## src/rtl/mem_map_pkg.sv

```systemverilog
// Shared address-map definitions for the data memory stage: MMIO register offsets,
// timer reset values and the decoded access region.
package mem_map_pkg;

  localparam logic [1:0]  OFF_GPIO   = 2'd0;
  localparam logic [1:0]  OFF_CYCLE  = 2'd1;
  localparam logic [1:0]  OFF_CMP    = 2'd2;
  localparam logic [1:0]  OFF_STATUS = 2'd3;

  localparam logic [31:0] CMP_RESET  = 32'hFFFF_FFFF;

  typedef enum logic [1:0] {
    REG_RAM  = 2'd0,
    REG_MMIO = 2'd1,
    REG_NONE = 2'd2
  } region_e;

  // The MMIO window takes precedence so a base placed inside the low 4 KiB still works.
  function automatic region_e decode_region(input logic [31:0] addr,
                                            input logic [23:0] base_hi);
    if ((addr[31:8] == base_hi) && (addr[7:4] == 4'h0)) begin
      return REG_MMIO;
    end else if (addr[31:12] == 20'h0) begin
      return REG_RAM;
    end else begin
      return REG_NONE;
    end
  endfunction

endpackage

```

## src/rtl/mmio_timer.sv

```systemverilog
// Free-running cycle counter with a compare register and a sticky match flag.
// Counter clear beats increment; match set beats match clear.
module mmio_timer
  import mem_map_pkg::*;
(
  input  logic        clk,
  input  logic        reset,
  input  logic        i_cycle_clr,
  input  logic        i_cmp_we,
  input  logic [31:0] i_cmp_wdata,
  input  logic        i_match_clr,
  output logic [31:0] o_count,
  output logic [31:0] o_compare,
  output logic        o_match
);

  logic [31:0] r_count;
  logic [31:0] r_compare;
  logic        r_match;
  logic        w_hit;

  // Comparison uses the pre-increment count and the compare value held this cycle.
  assign w_hit = (r_count == r_compare);

  always_ff @(posedge clk) begin
    if (reset) begin
      r_count   <= 32'h0;
      r_compare <= CMP_RESET;
      r_match   <= 1'b0;
    end else begin
      if (i_cycle_clr) begin
        r_count <= 32'h0;
      end else begin
        r_count <= r_count + 32'd1;
      end

      if (i_cmp_we) begin
        r_compare <= i_cmp_wdata;
      end

      if (w_hit) begin
        r_match <= 1'b1;
      end else if (i_match_clr) begin
        r_match <= 1'b0;
      end
    end
  end

  assign o_count   = r_count;
  assign o_compare = r_compare;
  assign o_match   = r_match;

endmodule

```

## src/rtl/data_mem_mmio.sv

```systemverilog
// Data-side memory stage for the single-cycle RV32I core: word RAM with zero-latency
// reads plus a 16-byte MMIO window (GPIO, cycle counter, compare timer, status).
module data_mem_mmio
  import mem_map_pkg::*;
#(
  parameter int          DEPTH     = 32,
  parameter logic [31:0] MMIO_BASE = 32'h0000_FF00
) (
  input  logic        clk,
  input  logic        reset,
  input  logic        memWrite,
  input  logic [31:0] addr,
  input  logic [31:0] writeData,
  output logic [31:0] readData,
  output logic [31:0] gpioOut,
  output logic        timerIrq
);

  localparam int AW = $clog2(DEPTH);

  region_e       w_region;
  logic [AW-1:0] w_idx;
  logic [1:0]    w_off;
  logic          w_ram_we;
  logic          w_mmio_we;
  logic [31:0]   w_count;
  logic [31:0]   w_compare;
  logic          w_match;

  logic [31:0]   r_ram [DEPTH];
  logic [31:0]   r_gpio;

  assign w_region  = decode_region(addr, MMIO_BASE[31:8]);
  assign w_idx     = addr[AW+1:2];
  assign w_off     = addr[3:2];
  assign w_ram_we  = memWrite && (w_region == REG_RAM);
  assign w_mmio_we = memWrite && (w_region == REG_MMIO);

  // RAM stores deliberately ignore reset so a store in flight during reset still lands.
  always_ff @(posedge clk) begin
    if (w_ram_we) begin
      r_ram[w_idx] <= writeData;
    end
  end

  always_ff @(posedge clk) begin
    if (reset) begin
      r_gpio <= 32'h0;
    end else if (w_mmio_we && (w_off == OFF_GPIO)) begin
      r_gpio <= writeData;
    end
  end

  mmio_timer u_timer (
    .clk         (clk),
    .reset       (reset),
    .i_cycle_clr (w_mmio_we && (w_off == OFF_CYCLE)),
    .i_cmp_we    (w_mmio_we && (w_off == OFF_CMP)),
    .i_cmp_wdata (writeData),
    .i_match_clr (w_mmio_we && (w_off == OFF_STATUS) && writeData[0]),
    .o_count     (w_count),
    .o_compare   (w_compare),
    .o_match     (w_match)
  );

  always_comb begin
    readData = 32'h0;
    case (w_region)
      REG_RAM: readData = r_ram[w_idx];
      REG_MMIO: begin
        case (w_off)
          OFF_GPIO:   readData = r_gpio;
          OFF_CYCLE:  readData = w_count;
          OFF_CMP:    readData = w_compare;
          OFF_STATUS: readData = {31'b0, w_match};
          default:    readData = 32'h0;
        endcase
      end
      default: readData = 32'h0;
    endcase
  end

  assign gpioOut  = r_gpio;
  assign timerIrq = w_match;

endmodule

```

## config.mk

```make
export PLATFORM = sky130hd
export DESIGN_NAME = data_mem_mmio
export DESIGN_NICKNAME = d
export VERILOG_FILES = /design/src/rtl/mem_map_pkg.sv /design/src/rtl/mmio_timer.sv /design/src/rtl/data_mem_mmio.sv
export SDC_FILE = /design/constraint.sdc
export NUM_CORES = 1
export LEC_CHECK = 0
export CAP_MARGIN = 10
export CORE_MARGIN = 2
export CORE_UTILIZATION = 48
export CTS_CLUSTER_SIZE = 28
export DETAILED_ROUTE_END_ITERATION = 8
export PLACE_DENSITY = 0.67
export SLEW_MARGIN = 10
export SYNTH_ARGS = -nofsm -noshare
export SYNTH_HDL_FRONTEND = slang
export SYNTH_SLANG_ARGS = --single-unit
export TNS_END_PERCENT = 1
```

## constraint.sdc

```tcl
create_clock -name clk -period 3.6 [get_ports clk]
set_input_delay 0.54 -clock clk [delete_from_list [all_inputs] [get_ports clk]]
set_output_delay 0.54 -clock clk [all_outputs]
set_load 0.05 [all_outputs]
```

==> impl_metrics.toml, run 1 <==
[die]
ioPinCount = 132
initial_core_util_pct = 48.2
die_y_um = 307
coreArea_mm2 = 0.0912
die_width_um = 307
dieArea_mm2 = 0.0941
rows = 111

[sta]
tightest_slew_ps = 1240
fmax_mhz = 279
rsz0062_at_grt = "true"
relSlewSlack_pct = 17.1
setup_viol = 0
setup_slack_ps = 21.6
drv_slew = 0
fin_crit_ps = 3580
tns_ps = 0
fin_crit_sh_pct = 99.4
finClkSkew_ps = 8.34
finalHoldViolations = 0

[worst_setup_path]
startpoint = "addr[21]"
r2r-end = "u_timer.o_count[31]"
rr_worst_depth = 5
critPathCapture = "readData[20]"
arrival_ps = 3040
reg2reg_slack_ps = 1470
r2r_start = "u_timer.o_count[2]"
start_kind = "input pin"
path_class = "input pin to output port"
crit_fanout = 25
worstPathRequired_ps = 3060
crit_path_end_kind = "output port"

[yosys]
syn_area_mm2 = 0.0440
seq_area_frac_synth_pct = 74.3
synth_seq_cells = 1121
synthArstFlopShare_pct = 0
netlist_instances = 2262
synth_edf_count = 1024
yosys_warnings = 0
syn_area_per_cell_um2 = 19.5
synth_cell_types = 52
synth.net_count = 2330
synth-main-ff-cell = "edfxtp_1"

[placement]
hpwlAfterDp_mm = 76.5
dp.cells = 3663
numPortBuffers = 129
dp_worst_setup_slack_ps = 8.31
gp_congestion = 0.881

[clocking]
postCtsSetupRepairBufs = 0
root_buffer = "clkbuf_16"
clk_latency_ps = 700
cts_tree = "done"
cts_buffer_depth = 3
clkSinkCount = 1121
cts.clk_slew.worst_paths_ps = 60
htreeDepth = 3
numCtsBuffers = 109
postCtsHoldBufs = 0

[global_route]
grt_first_pass_wirelength_mm = 176
grt_max_degree = 61
grt_usage_pct = 26.4
gr-total-overflow = 0
antenna_found_initial = 3
grt_pass1_vias = 24400

[layout]
seq_area_mm2 = 0.0327
drive_above_1_share_pct = 28.9
most-common-layout-cells = "edfxtp_1, mux4_2, buf_4"
num-nets-final = 2656
area_growth_syn_to_layout_pct = 20.3
final_common_cell = "edfxtp_1"
multi_input_area_mm2 = 0.0110
finalNonFillerCells = 3866
final_core_util_pct = 58.0
num-fill-cells = 6531

[run_status]
status = "finished, final reports clean"

[detailed_routing]
ant_nets = 0
vias_per_cell = 6.37
post_drt_wl_per_cell_um = 32.1
totalWireLength_mm = 124
drc_errors = 0
via_count = 24600
drt_iter0_markers = 3051
first_pass_iters = 6

[job]
drv_cap = 0

[power]
p_per_area_mw_per_mm2 = 517
vdd_drop_max_mv = 0.383
leakagePower_nw = 16.8
total_power_mw = 27.4

[min_path]
hold_class = "input pin to register"
area by class of cell:
class,instances,area share [%]
Clock inverter,68,1.68
Timing Repair Buffer,357,7.57
Antenna cell,1,0.00473
Sequential cell,1121,61.7
Tap cell,1186,2.80
Inverter,3,0.0213
Clock buffer,134,5.43
Multi-Input combinational cell,996,20.7
routing by layer:
| metal | routed length [µm] | global-route usage [%] | part of all wire [%] | vias to the layer above |
|---|---|---|---|---|
| met1 | 47600 | 36.9 | 38 | 12900 |
| met4 | 3250 | 7.41 | 2.6 | 2 |
| li1 | - | - | - | 9945 |
| met5 | 11 | 0 | 0.0089 | - |
| met3 | 12500 | 4.49 | 10 | 200 |
| met2 | 60800 | 43.1 | 49 | 1538 |
cells by family (layout without fill, tap and decap cells):
logic type,Yosys count,count (layout),share of synthesized area (%)
AOI/OAI and AO/OA,223,223,3.61
adders and majority gates,1,1,0.0284
buffers and inverters,145,562,1.48
muxes,364,364,15.5
xor gates and xnor gates,59,59,1.17
and+or+nand+nor,349,349,3.96
DFF,1121,1121,74.3
other,0,1,0
cells in the mapped netlist, types with 8 or more instances:
cell	number	share of area (%)
mux2i_1	84	1.9
o22ai_1	51	0.73
o21ai_0	21	0.24
nor2b_1	53	0.75
xnor2_1	42	0.84
o221ai_1	23	0.46
nand2b_1	8	0.11
and3_1	8	0.11
buf_4	9	0.15
nand4_1	23	0.33
mux2_2	31	0.79
nor2_1	164	1.4
mux4_2	249	13
nand3_1	13	0.15
a211o_1	32	0.64
buf_1	16	0.14
clkbuf_1	75	0.64
nand2_1	28	0.24
o32ai_1	18	0.36
dfxtp_1	97	4.4
edfxtp_1	1024	70
a211oi_1	19	0.32
xor2_1	17	0.34
nor4_1	16	0.23
a21oi_1	34	0.39
buf_2	39	0.44
power by group:
| group | leakage, nW | switching [mW] | internal (mW) |
|---|---|---|---|
| combinational | 5.00 | 0.750 | 0.497 |
| clock | 1.83 | 4.92 | 6.99 |
| sequential | 9.98 | 0.00515 | 14.2 |
metrics by stage:
step	hold WS [ps]	instance area [µm²]
6_report	367	52900
5_1_grt	390	52900
4_1_cts	352	52900
3_5_place_dp	506	49200
3_3_place_gp	481	49200
2_1_floorplan	446	44000
critical path: stages:
cell	delay, ps
clkdlybuf4s50_1	430
nor4_1	280
nand4_1	280
buf_6	230
nor2_2	150
buf_12	240
o221ai_1	220
o32ai_2	310
buf_4	180
buf_12	130
worst min path at each step:
stage,endpoint,depth (start not counted),from
after CTS,gpioOut[18],2,reset
after global placement,u_timer.o_count[0],1,u_timer.o_count[0]
after floorplan,u_timer.o_count[0],1,u_timer.o_count[0]
after detailed placement,u_timer.o_match,2,u_timer.o_match
final,gpioOut[20],2,reset
after global routing,gpioOut[18],2,reset
timing repair:
item / in CTS / in global routing
endpoints found under the setup margin: 2 / 21
pin swaps: 1 / 2
resized for setup: 0 / 13
flip-flops by register name (all words and copies together), names as in the netlist:
name               count
u_timer.o_compare     32
r_ram               1024
gpioOut               32
u_timer.o_count       32
u_timer.o_match        1
(Power assumes the default switching activity.)
==> run 2, diff against run 1 <==
--- a/config.mk
+++ b/config.mk
@@ -11,6 +11,8 @@
 export CTS_CLUSTER_SIZE = 28
 export DETAILED_ROUTE_END_ITERATION = 8
 export PLACE_DENSITY = 0.67
+export REMOVE_ABC_BUFFERS = 1
+export SKIP_LAST_GASP = 1
 export SLEW_MARGIN = 10
 export SYNTH_ARGS = -nofsm -noshare
 export SYNTH_HDL_FRONTEND = slang
==> run 2 against run 1 <==
The flow now finishes with violations (setup timing). Sequential share of layout area up 0.38 points. First-iteration DRC count up 5.5%. Count of clock-buffer cells in the layout up 9. Largest power group unchanged.
==> impl_metrics.toml, run 2 (same netlist as run 1, synthesis figures left out) <==
[layout]
final_common_cell = "edfxtp_1"
area_growth_syn_to_layout_pct = 19.6
most-common-layout-cells = "edfxtp_1, mux4_2, buf_4"
finalNonFillerCells = 3834
largest_reg_flops = 1024
regMostFlops = "r_ram"
drive_above_1_share_pct = 27.8
num-nets-final = 2618

[sta]
drv_slew = 0
fmax_mhz = 278
fin_crit_ps = 3600
rsz0062_at_grt = "true"
finClkSkew_ps = 19.7
tightest_slew_ps = 1200
setup_slack_ps = -2.48
tns_ps = -2.48
fin_crit_sh_pct = 100
finalHoldViolations = 0
setup_viol = 1
whs_ps = 371
relSlewSlack_pct = 19.5

[detailed_routing]
ant_nets = 0
first_pass_iters = 5
vias_per_cell = 6.36
drt_iter0_markers = 3220
via_count = 24400
post_drt_wl_per_cell_um = 32.2
totalWireLength_mm = 124
drc_errors = 0

[clocking]
htreeDepth = 3
postCtsHoldBufs = 0
cts.clk_slew.worst_paths_ps = 60
root_buffer = "clkbuf_16"
clkSinkCount = 1121
cts_buffer_depth = 3
postCtsSetupRepairBufs = 0
clk_latency_ps = 700
cts_tree = "done"
numCtsBuffers = 110

[worst_setup_path]
crit_fanout = 8
crit_path_end_kind = "output port"
arrival_ps = 3060
start_kind = "input pin"
worstPathRequired_ps = 3060
path_class = "input pin to output port"

[job]
drv_cap = 0

[global_route]
grt_pass1_vias = 24300
grt_max_degree = 71
grt_usage_pct = 26.5
antenna_found_initial = 3
grt_first_pass_wirelength_mm = 176
gr-total-overflow = 0

[placement]
numPortBuffers = 129
gp_congestion = 0.872
dp_worst_setup_slack_ps = -116
hpwlAfterDp_mm = 74.7
dp.cells = 3624

[die]
rows = 111
ioPinCount = 132
coreArea_mm2 = 0.0912
dieArea_mm2 = 0.0941
initial_core_util_pct = 48.2
die_y_um = 307
die_width_um = 307

[power]
p_clk_share_pct = 43.4
sw_frac_of_total_pct = 20.7
intPower_mw = 21.5
p_sw_mw = 5.63
seqPwrFrac_pct = 52.3
leakagePower_nw = 16.6
p_per_area_mw_per_mm2 = 516
vdd_drop_max_mv = 0.409
combPwrFrac_pct = 4.3

[run_status]
violations = "setup timing"
status = "finished, violations left"

[min_path]
hold_class = "input pin to register"
run 2: cell types whose count changed in the layout (fill, tap and decap cells not counted), moves of 6 or more:
cell and change:
buf_4 -36, clkbuf_8 +9, clkinv_2 +9, buf_2 -7, clkinv_1 -7, bufinv_16 -6, clkdlybuf4s50_1 +6
run 2: through the flow:
step           area (µm²)  utilization [%]  power [mW]
6_report            52600             57.7        27.1
5_1_grt             52600             57.7        27.8
4_1_cts             52600             57.7        27.3
3_5_place_dp        48900             53.6        15.6
3_3_place_gp        48900             53.6        15.6
2_1_floorplan       43400                -        14.9
run 2: what timing repair did:
| action | CTS | global route |
|---|---|---|
| gates resized for setup | 1 | 7 |
| pin swaps | 0 | 1 |
| setup endpoints to repair | 7 | 19 |
| cloned | 0 | 0 |
run 2: path summary, 6_finish.rpt:
path,endpoint,slack [ps],cells past startpoint,startpoint
max reg2reg,u_timer.o_count[31],1200,5,u_timer.o_count[1]
min reg2reg,u_timer.o_count[0],530,1,u_timer.o_count[0]
max,readData[14],-2,7,addr[13]
min,gpioOut[20],370,2,reset
run 2: critical path, stage by stage:
cell	delay, ps
clkdlybuf4s50_1	430
or4_1	670
or2_1	430
buf_4	260
o32ai_1	410
buf_4	200
buf_12	130
run 2: power by group through the flow:
stage,logic (mW),registers (mW),clock network [mW]
2_1_floorplan,0.441,14.5,0
3_3_place_gp,1.14,14.5,0
3_5_place_dp,1.16,14.5,0
4_1_cts,1.16,14.2,11.9
5_1_grt,1.23,14.2,12.4
6_report,1.16,14.2,11.8
run 2: layout make-up:
type                    instances  area, µm²
repair buffers                318       3730
clock inverters                66        694
clock buffers                 143       3040
inverters                       3       11.3
diodes                          1       2.50
flip-flops and latches       1121      32700
fillers                      6582      38600
well taps                    1186       1480
multi-input cells             996      11000
run 2: routing by layer:
layer / vias up / GRT usage, % / part of all wire (%)
li1: 9882 / - / -
met1: 12800 / 37.2 / 39
met2: 1443 / 41.2 / 47
met3: 264 / 5.30 / 10
met4: 0 / 10.3 / 4.0
met5: - / 0 / 0
